### src/rtl/gf180mcu_fd_io__bi_seq_pkg.sv
// Shared types and constants for the GF180MCU bidirectional pad sequencer.
// Optional glitch filter is selected with GF180MCU_FD_IO__BI_SEQ_GLITCH_FILTER_EN.
package gf180mcu_fd_io__bi_seq_pkg;

  // Sequencer states
  typedef enum logic [1:0] {
    ST_IDLE  = 2'd0,
    ST_DRIVE = 2'd1,
    ST_TURN  = 2'd2,
    ST_RECV  = 2'd3
  } state_e;

  // PULL_MODE encodings; 2'b11 behaves as no pull
  localparam logic [1:0] PULL_NONE = 2'b00;
  localparam logic [1:0] PULL_UP   = 2'b01;
  localparam logic [1:0] PULL_DOWN = 2'b10;

  // Phase counter width: covers BIT_CYCLES up to 255 and the longest receive window
  localparam int unsigned CNT_W = 8;

  // Legal parameter ranges
  localparam int unsigned BIT_CYCLES_MIN  = 2;
  localparam int unsigned BIT_CYCLES_MAX  = 255;
  localparam int unsigned TURN_CYCLES_MIN = 1;
  localparam int unsigned TURN_CYCLES_MAX = 15;
  localparam int unsigned SYNC_STAGES_MIN = 2;
  localparam int unsigned SYNC_STAGES_MAX = 4;
  localparam int unsigned FILT_LEN_MIN    = 2;
  localparam int unsigned FILT_LEN_MAX    = 8;

  // Map PULL_MODE to {pu, pd}; never returns both set
  function automatic logic [1:0] pull_decode(input logic [1:0] mode);
    logic [1:0] pupd;
    pupd = 2'b00;
    case (mode)
      PULL_UP:   pupd = 2'b10;
      PULL_DOWN: pupd = 2'b01;
      default:   pupd = 2'b00;
    endcase
    return pupd;
  endfunction

endpackage

### src/rtl/gf180mcu_fd_io__bi_seq_sync.sv
// PAD_Y synchronizer with optional glitch filter.
// Filter is built only when GF180MCU_FD_IO__BI_SEQ_GLITCH_FILTER_EN is defined.
module gf180mcu_fd_io__bi_seq_sync
  import gf180mcu_fd_io__bi_seq_pkg::*;
#(
  parameter int unsigned SYNC_STAGES = 2,
  parameter int unsigned FILT_LEN    = 3
) (
  input  logic clk,
  input  logic rst,
  input  logic d_i,
  output logic q_o
);

  if (SYNC_STAGES < SYNC_STAGES_MIN || SYNC_STAGES > SYNC_STAGES_MAX) begin : g_bad_sync
    $error("SYNC_STAGES out of range");
  end
  if (FILT_LEN < FILT_LEN_MIN || FILT_LEN > FILT_LEN_MAX) begin : g_bad_filt
    $error("FILT_LEN out of range");
  end

  logic [SYNC_STAGES-1:0] sync_q;
  logic [SYNC_STAGES-1:0] sync_d;

  // Shift the raw pad value into the synchronizer chain
  always_comb begin
    sync_d = {sync_q[SYNC_STAGES-2:0], d_i};
  end

  // Synchronizer flops
  always_ff @(posedge clk) begin
    if (rst) begin
      sync_q <= '0;
    end else begin
      sync_q <= sync_d;
    end
  end

`ifdef GF180MCU_FD_IO__BI_SEQ_GLITCH_FILTER_EN
  logic [FILT_LEN-1:0] hist_q;
  logic [FILT_LEN-1:0] hist_d;
  logic                held_q;
  logic                held_d;

  // Held value changes only when the last FILT_LEN samples all agree
  always_comb begin
    hist_d = {hist_q[FILT_LEN-2:0], sync_q[SYNC_STAGES-1]};
    held_d = held_q;
    if (&hist_d) begin
      held_d = 1'b1;
    end else if (~|hist_d) begin
      held_d = 1'b0;
    end
  end

  // Filter history and held value
  always_ff @(posedge clk) begin
    if (rst) begin
      hist_q <= '0;
      held_q <= 1'b0;
    end else begin
      hist_q <= hist_d;
      held_q <= held_d;
    end
  end

  assign q_o = held_q;
`else
  assign q_o = sync_q[SYNC_STAGES-1];
`endif

endmodule

### src/rtl/gf180mcu_fd_io__bi_seq.sv
// Sequencer for a GF180MCU bidirectional pad: drives bits, turns the pad
// around, and takes single synchronized samples of PAD_Y.
// Define GF180MCU_FD_IO__BI_SEQ_GLITCH_FILTER_EN to add the PAD_Y glitch filter.
module gf180mcu_fd_io__bi_seq
  import gf180mcu_fd_io__bi_seq_pkg::*;
#(
  parameter int unsigned BIT_CYCLES  = 4,
  parameter int unsigned TURN_CYCLES = 2,
  parameter int unsigned SYNC_STAGES = 2,
  parameter int unsigned FILT_LEN    = 3
) (
  input  logic       CLK,
  input  logic       RST,
  input  logic       TX_VALID,
  input  logic       TX_DATA,
  output logic       TX_READY,
  input  logic       RX_REQ,
  output logic       RX_VALID,
  output logic       RX_DATA,
  input  logic [1:0] PULL_MODE,
  input  logic       SLEW,
  input  logic       SCHMITT,
  output logic       PAD_A,
  output logic       PAD_OE,
  output logic       PAD_IE,
  output logic       PAD_PU,
  output logic       PAD_PD,
  output logic       PAD_SL,
  output logic       PAD_CS,
  input  logic       PAD_Y,
  output logic       BUSY
);

  if (BIT_CYCLES < BIT_CYCLES_MIN || BIT_CYCLES > BIT_CYCLES_MAX) begin : g_bad_bit
    $error("BIT_CYCLES out of range");
  end
  if (TURN_CYCLES < TURN_CYCLES_MIN || TURN_CYCLES > TURN_CYCLES_MAX) begin : g_bad_turn
    $error("TURN_CYCLES out of range");
  end

  // Receive window length measured from RECV entry to the RX_VALID cycle
`ifdef GF180MCU_FD_IO__BI_SEQ_GLITCH_FILTER_EN
  localparam int unsigned RX_LAT = SYNC_STAGES + FILT_LEN + 1;
`else
  localparam int unsigned RX_LAT = SYNC_STAGES + 1;
`endif

  localparam logic [CNT_W-1:0] BIT_LAST  = CNT_W'(BIT_CYCLES - 1);
  localparam logic [CNT_W-1:0] TURN_LAST = CNT_W'(TURN_CYCLES - 1);
  localparam logic [CNT_W-1:0] RX_LAST   = CNT_W'(RX_LAT);
  localparam logic [CNT_W-1:0] RX_CAP    = CNT_W'(RX_LAT - 1);

  state_e             state_q;
  state_e             state_d;
  logic [CNT_W-1:0]   cnt_q;
  logic [CNT_W-1:0]   cnt_d;

  logic tx_ready_q, tx_ready_d;
  logic rx_valid_q, rx_valid_d;
  logic rx_data_q,  rx_data_d;
  logic pad_a_q,    pad_a_d;
  logic pad_oe_q,   pad_oe_d;
  logic pad_ie_q,   pad_ie_d;
  logic pad_pu_q,   pad_pu_d;
  logic pad_pd_q,   pad_pd_d;
  logic pad_sl_q,   pad_sl_d;
  logic pad_cs_q,   pad_cs_d;
  logic busy_q,     busy_d;

  logic       accept_c;
  logic       sync_y_c;
  logic [1:0] pull_c;

  assign accept_c = TX_VALID && tx_ready_q;
  assign pull_c   = pull_decode(PULL_MODE);

  gf180mcu_fd_io__bi_seq_sync #(
    .SYNC_STAGES (SYNC_STAGES),
    .FILT_LEN    (FILT_LEN)
  ) u_sync (
    .clk (CLK),
    .rst (RST),
    .d_i (PAD_Y),
    .q_o (sync_y_c)
  );

  // State and phase counter register
  always_ff @(posedge CLK) begin
    if (RST) begin
      state_q <= ST_IDLE;
      cnt_q   <= '0;
    end else begin
      state_q <= state_d;
      cnt_q   <= cnt_d;
    end
  end

  // Next state; transmit has priority over a receive request in IDLE
  always_comb begin
    state_d = state_q;
    cnt_d   = cnt_q;
    case (state_q)
      ST_IDLE: begin
        cnt_d = '0;
        if (accept_c) begin
          state_d = ST_DRIVE;
        end else if (RX_REQ && !TX_VALID) begin
          state_d = ST_RECV;
        end
      end
      ST_DRIVE: begin
        if (cnt_q == BIT_LAST) begin
          cnt_d = '0;
          if (!accept_c) begin
            state_d = ST_TURN;
          end
        end else begin
          cnt_d = cnt_q + CNT_W'(1);
        end
      end
      ST_TURN: begin
        if (cnt_q == TURN_LAST) begin
          cnt_d   = '0;
          state_d = ST_IDLE;
        end else begin
          cnt_d = cnt_q + CNT_W'(1);
        end
      end
      ST_RECV: begin
        if (cnt_q == RX_LAST) begin
          cnt_d   = '0;
          state_d = ST_IDLE;
        end else begin
          cnt_d = cnt_q + CNT_W'(1);
        end
      end
      default: begin
        cnt_d   = '0;
        state_d = ST_IDLE;
      end
    endcase
  end

  // Output values for the coming cycle, derived from the next state
  always_comb begin
    tx_ready_d = 1'b0;
    rx_valid_d = 1'b0;
    rx_data_d  = rx_data_q;
    pad_a_d    = pad_a_q;
    pad_oe_d   = 1'b0;
    pad_ie_d   = 1'b0;
    pad_pu_d   = 1'b0;
    pad_pd_d   = 1'b0;
    busy_d     = 1'b0;
    pad_sl_d   = SLEW;
    pad_cs_d   = SCHMITT;
    case (state_d)
      ST_IDLE: begin
        tx_ready_d = 1'b1;
        pad_pu_d   = pull_c[1];
        pad_pd_d   = pull_c[0];
      end
      ST_DRIVE: begin
        pad_oe_d   = 1'b1;
        busy_d     = 1'b1;
        tx_ready_d = (cnt_d == BIT_LAST);
      end
      ST_TURN: begin
        busy_d = 1'b1;
      end
      ST_RECV: begin
        pad_ie_d   = 1'b1;
        busy_d     = 1'b1;
        pad_pu_d   = pull_c[1];
        pad_pd_d   = pull_c[0];
        rx_valid_d = (cnt_d == RX_LAST);
      end
      default: begin
        busy_d = 1'b0;
      end
    endcase
    if (accept_c) begin
      pad_a_d = TX_DATA;
    end
    if (state_q == ST_RECV && cnt_q == RX_CAP) begin
      rx_data_d = sync_y_c;
    end
  end

  // Output register; reset clears every output including TX_READY
  always_ff @(posedge CLK) begin
    if (RST) begin
      tx_ready_q <= 1'b0;
      rx_valid_q <= 1'b0;
      rx_data_q  <= 1'b0;
      pad_a_q    <= 1'b0;
      pad_oe_q   <= 1'b0;
      pad_ie_q   <= 1'b0;
      pad_pu_q   <= 1'b0;
      pad_pd_q   <= 1'b0;
      pad_sl_q   <= 1'b0;
      pad_cs_q   <= 1'b0;
      busy_q     <= 1'b0;
    end else begin
      tx_ready_q <= tx_ready_d;
      rx_valid_q <= rx_valid_d;
      rx_data_q  <= rx_data_d;
      pad_a_q    <= pad_a_d;
      pad_oe_q   <= pad_oe_d;
      pad_ie_q   <= pad_ie_d;
      pad_pu_q   <= pad_pu_d;
      pad_pd_q   <= pad_pd_d;
      pad_sl_q   <= pad_sl_d;
      pad_cs_q   <= pad_cs_d;
      busy_q     <= busy_d;
    end
  end

  assign TX_READY = tx_ready_q;
  assign RX_VALID = rx_valid_q;
  assign RX_DATA  = rx_data_q;
  assign PAD_A    = pad_a_q;
  assign PAD_OE   = pad_oe_q;
  assign PAD_IE   = pad_ie_q;
  assign PAD_PU   = pad_pu_q;
  assign PAD_PD   = pad_pd_q;
  assign PAD_SL   = pad_sl_q;
  assign PAD_CS   = pad_cs_q;
  assign BUSY     = busy_q;

endmodule
### config.mk
export PLATFORM = sky130hd
export DESIGN_NAME = gf180mcu_fd_io__bi_seq
export DESIGN_NICKNAME = d
export VERILOG_FILES = /design/src/rtl/gf180mcu_fd_io__bi_seq_pkg.sv /design/src/rtl/gf180mcu_fd_io__bi_seq_sync.sv /design/src/rtl/gf180mcu_fd_io__bi_seq.sv
export SDC_FILE = /design/constraint.sdc
export NUM_CORES = 1
export LEC_CHECK = 0
export CORE_ASPECT_RATIO = 0.8
export CORE_MARGIN = 4
export CORE_UTILIZATION = 45
export CTS_CLUSTER_DIAMETER = 40
export CTS_CLUSTER_SIZE = 20
export DETAILED_ROUTE_END_ITERATION = 6
export GPL_ROUTABILITY_DRIVEN = 0
export PLACE_DENSITY = 0.83
export SLEW_MARGIN = 20
export SYNTH_ARGS = -nofsm -noshare
export SYNTH_HDL_FRONTEND = slang
export SYNTH_SLANG_ARGS = --single-unit
### constraint.sdc
create_clock -name CLK -period 3.8 [get_ports CLK]
set_input_delay 0.76 -clock CLK [delete_from_list [all_inputs] [get_ports CLK]]
set_output_delay 0.76 -clock CLK [all_outputs]
set_load 0.05 [all_outputs]
==> results of run 1 <==
==> power groups by stage <==
| stage | registers [uW] | clock network [uW] | logic [uW] |
|---|---|---|---|
| final | 255 | 112 | 79.9 |
| after global routing | 257 | 127 | 86.5 |
| after CTS | 255 | 119 | 80.1 |
| after detailed placement | 261 | 0 | 79.4 |
| after global placement | 260 | 0 | 77.2 |
| after floorplan | 278 | 0 | 33.0 |
==> cell families after synthesis <==
family	Yosys count	synth area share, %
adders and majority gates	7	8.505
buffers and inverters	8	2.915
muxes	1	0.9721
AOI/OAI and AO/OA	14	11.79
xor gates and xnor gates	6	5.104
DFF	23	44.71
and+or+nand+nor	48	26.00
==> layout by cell type, fill, tap and decap left out, types with 2 or more instances in the layout <==
| master | Yosys | layout |
|---|---|---|
| nand4_1 | 2 | 2 |
| a21oi_1 | 3 | 3 |
| nor2b_1 | 7 | 7 |
| nand2_1 | 5 | 5 |
| nor4bb_1 | 2 | 2 |
| xor2_1 | 3 | 3 |
| xnor2_1 | 3 | 3 |
| ha_1 | 7 | 7 |
| and3_1 | 2 | 2 |
| clkbuf_4 | 0 | 3 |
| nor3b_1 | 2 | 2 |
| nor2_1 | 14 | 14 |
| clkdlybuf4s50_1 | 0 | 20 |
| dfxtp_1 | 23 | 23 |
| nor3_1 | 3 | 3 |
| inv_1 | 6 | 6 |
| nand3_1 | 5 | 5 |
==> flip-flops by register name (all words and copies together) (netlist names) <==
| register | cells |
|---|---|
| BUSY | 1 |
| PAD_PU | 1 |
| PAD_A | 1 |
| PAD_IE | 1 |
| PAD_OE | 1 |
| TX_READY | 1 |
| RX_DATA | 1 |
| u_sync.sync_q | 2 |
| PAD_PD | 1 |
| cnt_q | 8 |
| state_q | 2 |
| PAD_CS | 1 |
| PAD_SL | 1 |
| RX_VALID | 1 |
==> metal layers <==
| layer | share of wire [%] | vias to the layer above |
|---|---|---|
| li1 | - | 413 |
| met1 | 44 | 375 |
| met2 | 51 | 17 |
| met3 | 3.2 | 6 |
| met4 | 2.4 | 0 |
| met5 | 0 | - |
==> area by class of cell <==
cell class | instances | area, um^2
clock buffer | 4 | 26.28
multi-input combinational | 76 | 539.3
tap | 25 | 31.28
inverter | 7 | 26.28
fill | 194 | 874.6
sequential | 23 | 460.4
timing repair buffer | 20 | 200.2
==> through the flow <==
stage	power [uW]	instances	util, %
after floorplan	311.3	107	-
after global placement	337.5	151	58.26
after detailed placement	340.1	151	58.26
after CTS	454.1	155	59.48
after global routing	470.4	155	59.48
final	447.6	155	59.48
==> worst max path at each step <==
stage / endpoint / from / cells past startpoint / slack [ns]
floorplan: TX_READY$_SDFF_PP0_ / TX_VALID / 9 / 1.89
global placement: TX_READY$_SDFF_PP0_ / TX_VALID / 9 / 1.34
detailed placement: TX_READY$_SDFF_PP0_ / TX_VALID / 10 / 1.23
CTS: TX_READY / TX_READY$_SDFF_PP0_ / 1 / 1.46
global route: TX_READY / TX_READY$_SDFF_PP0_ / 1 / 1.40
finish: TX_READY / TX_READY$_SDFF_PP0_ / 1 / 1.47
==> flow_summary.ini, run 1 <==
[run_status]
outcome = finished clean

[critical_path]
crit_arrival_ns = 1.57
cp_max_fo = 4
crit_family = buffers and inverters
path_class = reg2out
cp.buffers_inverters = 1
r2r_slack_ns = 1.70
critPathRequiredTime_ns = 3.04
cp_slowest_cell = clkdlybuf4s50_1
cp_cell_sequence = clkdlybuf4s50_1
worstSetupStartpointType = flip-flop
cp-end-kind = output pin
timing.rr.start = cnt_q[2]$_SDFF_PP0_
timing.rr.end = PAD_PD$_SDFF_PP0_
r2r_cells = 6
crit_path_max_incr_delay_ns = 0.83

[cts]
htreeDepth = 1
ctsResizeCount = 0
clk_path_buf_depth = 2
clk_latency_ns = 0.31
path_clk_slew_ns = 0.13
cts_sinks = 23
cts_root_buf = clkbuf_4
holdBufCountCts = 0
postCtsSetupBuffers = 0
cts_made_buffers = 3
tritoncts = yes

[sta]
finalClockSkew_ns = 0.01052
layout_min_cycle_time_ns = 2.331
final_hold_viol_count = 0
rsz0062_at_grt = no
final_max_slew_viol_count = 0
maxSlewHeadroom_pct = 66.01
finalSetupTns_ns = 0
worst_pin_slew_ns = 0.5082
finalCritPeriodShare_pct = 61.34
setup_ws_ns = 1.469
setup_violations = 0
hold-worst-slack_ns = 0.4510
fmax_ghz = 0.4290

[place]
hpwl_mm = 1.557
portBuffers = 20
dp_slack_ns = 1.232
dpl-instance-area_um2 = 1257

[yosys]
ys_types = 35
ys_seq_area_share_pct = 44.71
synthesis.nets = 124
yosys.area.top_type = dfxtp_1
avgSynthCellArea_um2 = 9.624
mappedNetlistArea_um2 = 1030
synthCells = 107
yosys-top-cells-count = dfxtp_1, nor2_1, ha_1, nor2b_1, inv_1
ys_ff_latch = 23
synthArstFlopShare_pct = 0
synth_edf_count = 0
synth_top_area_share_pct = 44.71
synth.area.top_cells = dfxtp_1, ha_1, nor2_1
yosysWarnings = 0
ys.flop_type = dfxtp_1
synth_most_common_cell = dfxtp_1

[finish]
drive_above_1_share_pct = 9.231
fin_area_um2 = 1284
fin_nets = 148
insertedDiodeCount = 0
areaGrowthSynthToFinish_pct = 24.67

[global_routing]
antenna_found_initial = 0
grt_pass1_vias = 814
grt_usage_pct = 15.39
grt_use_met3_pct = 1.799
grt_pass1_wl_mm = 3.581
grt_max_degree = 17
top_usage_layer = met2
use_met1_pct = 19.50
grt.overflow.total = 0
use_met2_pct = 24.22

[power_and_ir_drop]
p_switching_uw = 123.6
sw_frac_of_total_pct = 27.61
pwr-share-comb_pct = 17.9
internal_power_uw = 324.0
p_seq_share_pct = 57.0
p_clk_share_pct = 25.1
p_leak_uw = 0.0004941
cellPowerDensity_nw_per_um2 = 348.6
ir_drop_v = 0.0001842

[hold_path]
hold_path.startpoint = u_sync.sync_q[0]$_SDFF_PP0_
hold_end = u_sync.sync_q[1]$_SDFF_PP0_
hold_depth = 1
hold_class = reg2reg

[routing]
drtIter0Drc = 26
viasPerCell = 5.232
drt_wl_total_mm = 2.073
drc = 0
routedWlPerCell_um = 13.37
first_pass_iters = 4
ant_nets = 0
vias = 811

[floorplan]
core_area_um2 = 2158
die_area_um2 = 3122
initial_core_util_pct = 47.71
die_x_um = 61.48
die-height_um = 50.79
io_pins = 21
rows = 15

[flow_run]
drv_cap = 0
Power figures use the tool's default switching activity.
==> run 2: changes to the inputs <==
==> constraint.sdc (replaced) <==
create_clock -name CLK -period 2.25 [get_ports CLK]
set_input_delay 0.45 -clock CLK [delete_from_list [all_inputs] [get_ports CLK]]
set_output_delay 0.45 -clock CLK [all_outputs]
set_load 0.05 [all_outputs]
==> flow_summary.ini, run 2 (synthesis results as in run 1) <==
[run_status]
outcome = finished clean

[global_routing]
grt_pass1_vias = 801
grt_max_degree = 14
grt_pass1_wl_mm = 3.532
antenna_found_initial = 0
grt.overflow.total = 0
grt_usage_pct = 15.23

[routing]
ant_nets = 0
first_pass_iters = 4
drt_wl_total_mm = 2.085
drc = 0
drtIter0Drc = 26
vias = 824
routedWlPerCell_um = 13.20
viasPerCell = 5.215

[power_and_ir_drop]
ir_drop_v = 0.0004169
p_switching_uw = 214.7
cellPowerDensity_nw_per_um2 = 583.6
pwr-share-comb_pct = 18.3
sw_frac_of_total_pct = 28.14
power_uw = 763.1
p_leak_uw = 0.0005103
internal_power_uw = 548.4
p_clk_share_pct = 25.1
p_seq_share_pct = 56.5

[finish]
fin_util_pct = 60.58
largest_reg_flops = 8
fin_nets = 151
insertedDiodeCount = 0
final_cell_mix = dfxtp_1, clkdlybuf4s50_1, nor2_1
biggestRegsByFlops = cnt_q x8, state_q x2, u_sync.sync_q x2
final_common_cell = dfxtp_1
regMostFlops = cnt_q
areaGrowthSynthToFinish_pct = 26.97
drive_above_1_share_pct = 12.03

[sta]
layout_min_cycle_time_ns = 2.075
final_max_slew_viol_count = 0
finalCritPeriodShare_pct = 92.21
maxSlewHeadroom_pct = 65.20
worst_pin_slew_ns = 0.5204
hold-worst-slack_ns = 0.4508
finalSetupTns_ns = 0
setup_violations = 0
final_hold_viol_count = 0
finalClockSkew_ns = 0.004233
rsz0062_at_grt = no
fmax_ghz = 0.4820

[floorplan]
core_area_um2 = 2158
die-height_um = 50.79
rows = 15
initial_core_util_pct = 47.71
die_area_um2 = 3122
io_pins = 21
die_x_um = 61.48

[critical_path]
crit_arrival_ns = 2.33
worstSetupStartpointType = flip-flop
cp-end-kind = flip-flop
r2r_slack_ns = 0.18
path_class = reg2reg
critPathRequiredTime_ns = 2.51
cp_max_fo = 7

[cts]
tritoncts = yes
cts_sinks = 23
cts_made_buffers = 3
holdBufCountCts = 0
cts_root_buf = clkbuf_4
postCtsSetupBuffers = 0
htreeDepth = 1
ctsResizeCount = 0
clk_path_buf_depth = 2
path_clk_slew_ns = 0.12
clk_latency_ns = 0.32

[place]
portBuffers = 20
hpwl_mm = 1.596

[flow_run]
drv_cap = 0

[hold_path]
hold_class = reg2reg
## run 2: final cells by class
cell class | instances | area [um^2]
Timing Repair Buffer | 23 | 222.7
Sequential cell | 23 | 460.4
Fill cell | 189 | 850.8
Tap cell | 25 | 31.28
Multi-Input combinational cell | 76 | 539.3
Clock buffer | 3 | 22.52
Clock inverter | 1 | 5.005
Inverter | 7 | 26.28
## run 2: power by group through the flow
stage / logic [uW] / registers (uW) / clock network, uW
after floorplan: 55.7 / 470 / 0
after global placement: 135 / 440 / 0
after detailed placement: 139 / 441 / 0
after CTS: 140 / 431 / 198
after global routing: 151 / 434 / 216
final: 140 / 431 / 192
## run 2: path summary, 6_finish.rpt
| check | endpoint | cells past startpoint | start |
|---|---|---|---|
| hold reg to reg | u_sync.sync_q[1]$_SDFF_PP0_ | 1 | u_sync.sync_q[0]$_SDFF_PP0_ |
| setup / recovery | TX_READY$_SDFF_PP0_ | 9 | cnt_q[0]$_SDFF_PP0_ |
| hold / removal | u_sync.sync_q[1]$_SDFF_PP0_ | 1 | u_sync.sync_q[0]$_SDFF_PP0_ |
| setup reg to reg | TX_READY$_SDFF_PP0_ | 9 | cnt_q[0]$_SDFF_PP0_ |
## run 2: critical path, stage by stage, from the launching register on
cell	delay [ns]
dfxtp_1	0.40
ha_1	0.32
and2_1	0.21
a41oi_1	0.21
nand2_1	0.09
nand2_2	0.12
ha_1	0.19
nand2b_1	0.10
a211o_1	0.27
a21oi_2	0.11
## run 2: stage by stage
| step | cells | setup slack, ns | cell area [um^2] |
|---|---|---|---|
| floorplan | 107 | 0.4091 | 1030 |
| global placement | 154 | 0.08324 | 1280 |
| detailed placement | 154 | -0.008403 | 1280 |
| CTS | 158 | 0.1677 | 1308 |
| global route | 158 | 0.04923 | 1308 |
| finish | 158 | 0.1752 | 1308 |
## run 2: layer usage
metal | wire [um] | share of wire, % | track usage, % | vias to the layer above
met5 | 0 | 0 | 0 | -
met4 | 34 | 1.6 | 5.654 | 0
met3 | 93 | 4.5 | 4.370 | 5
met2 | 1003 | 48 | 24.56 | 20
met1 | 953 | 46 | 18.85 | 379
li1 | - | - | - | 420
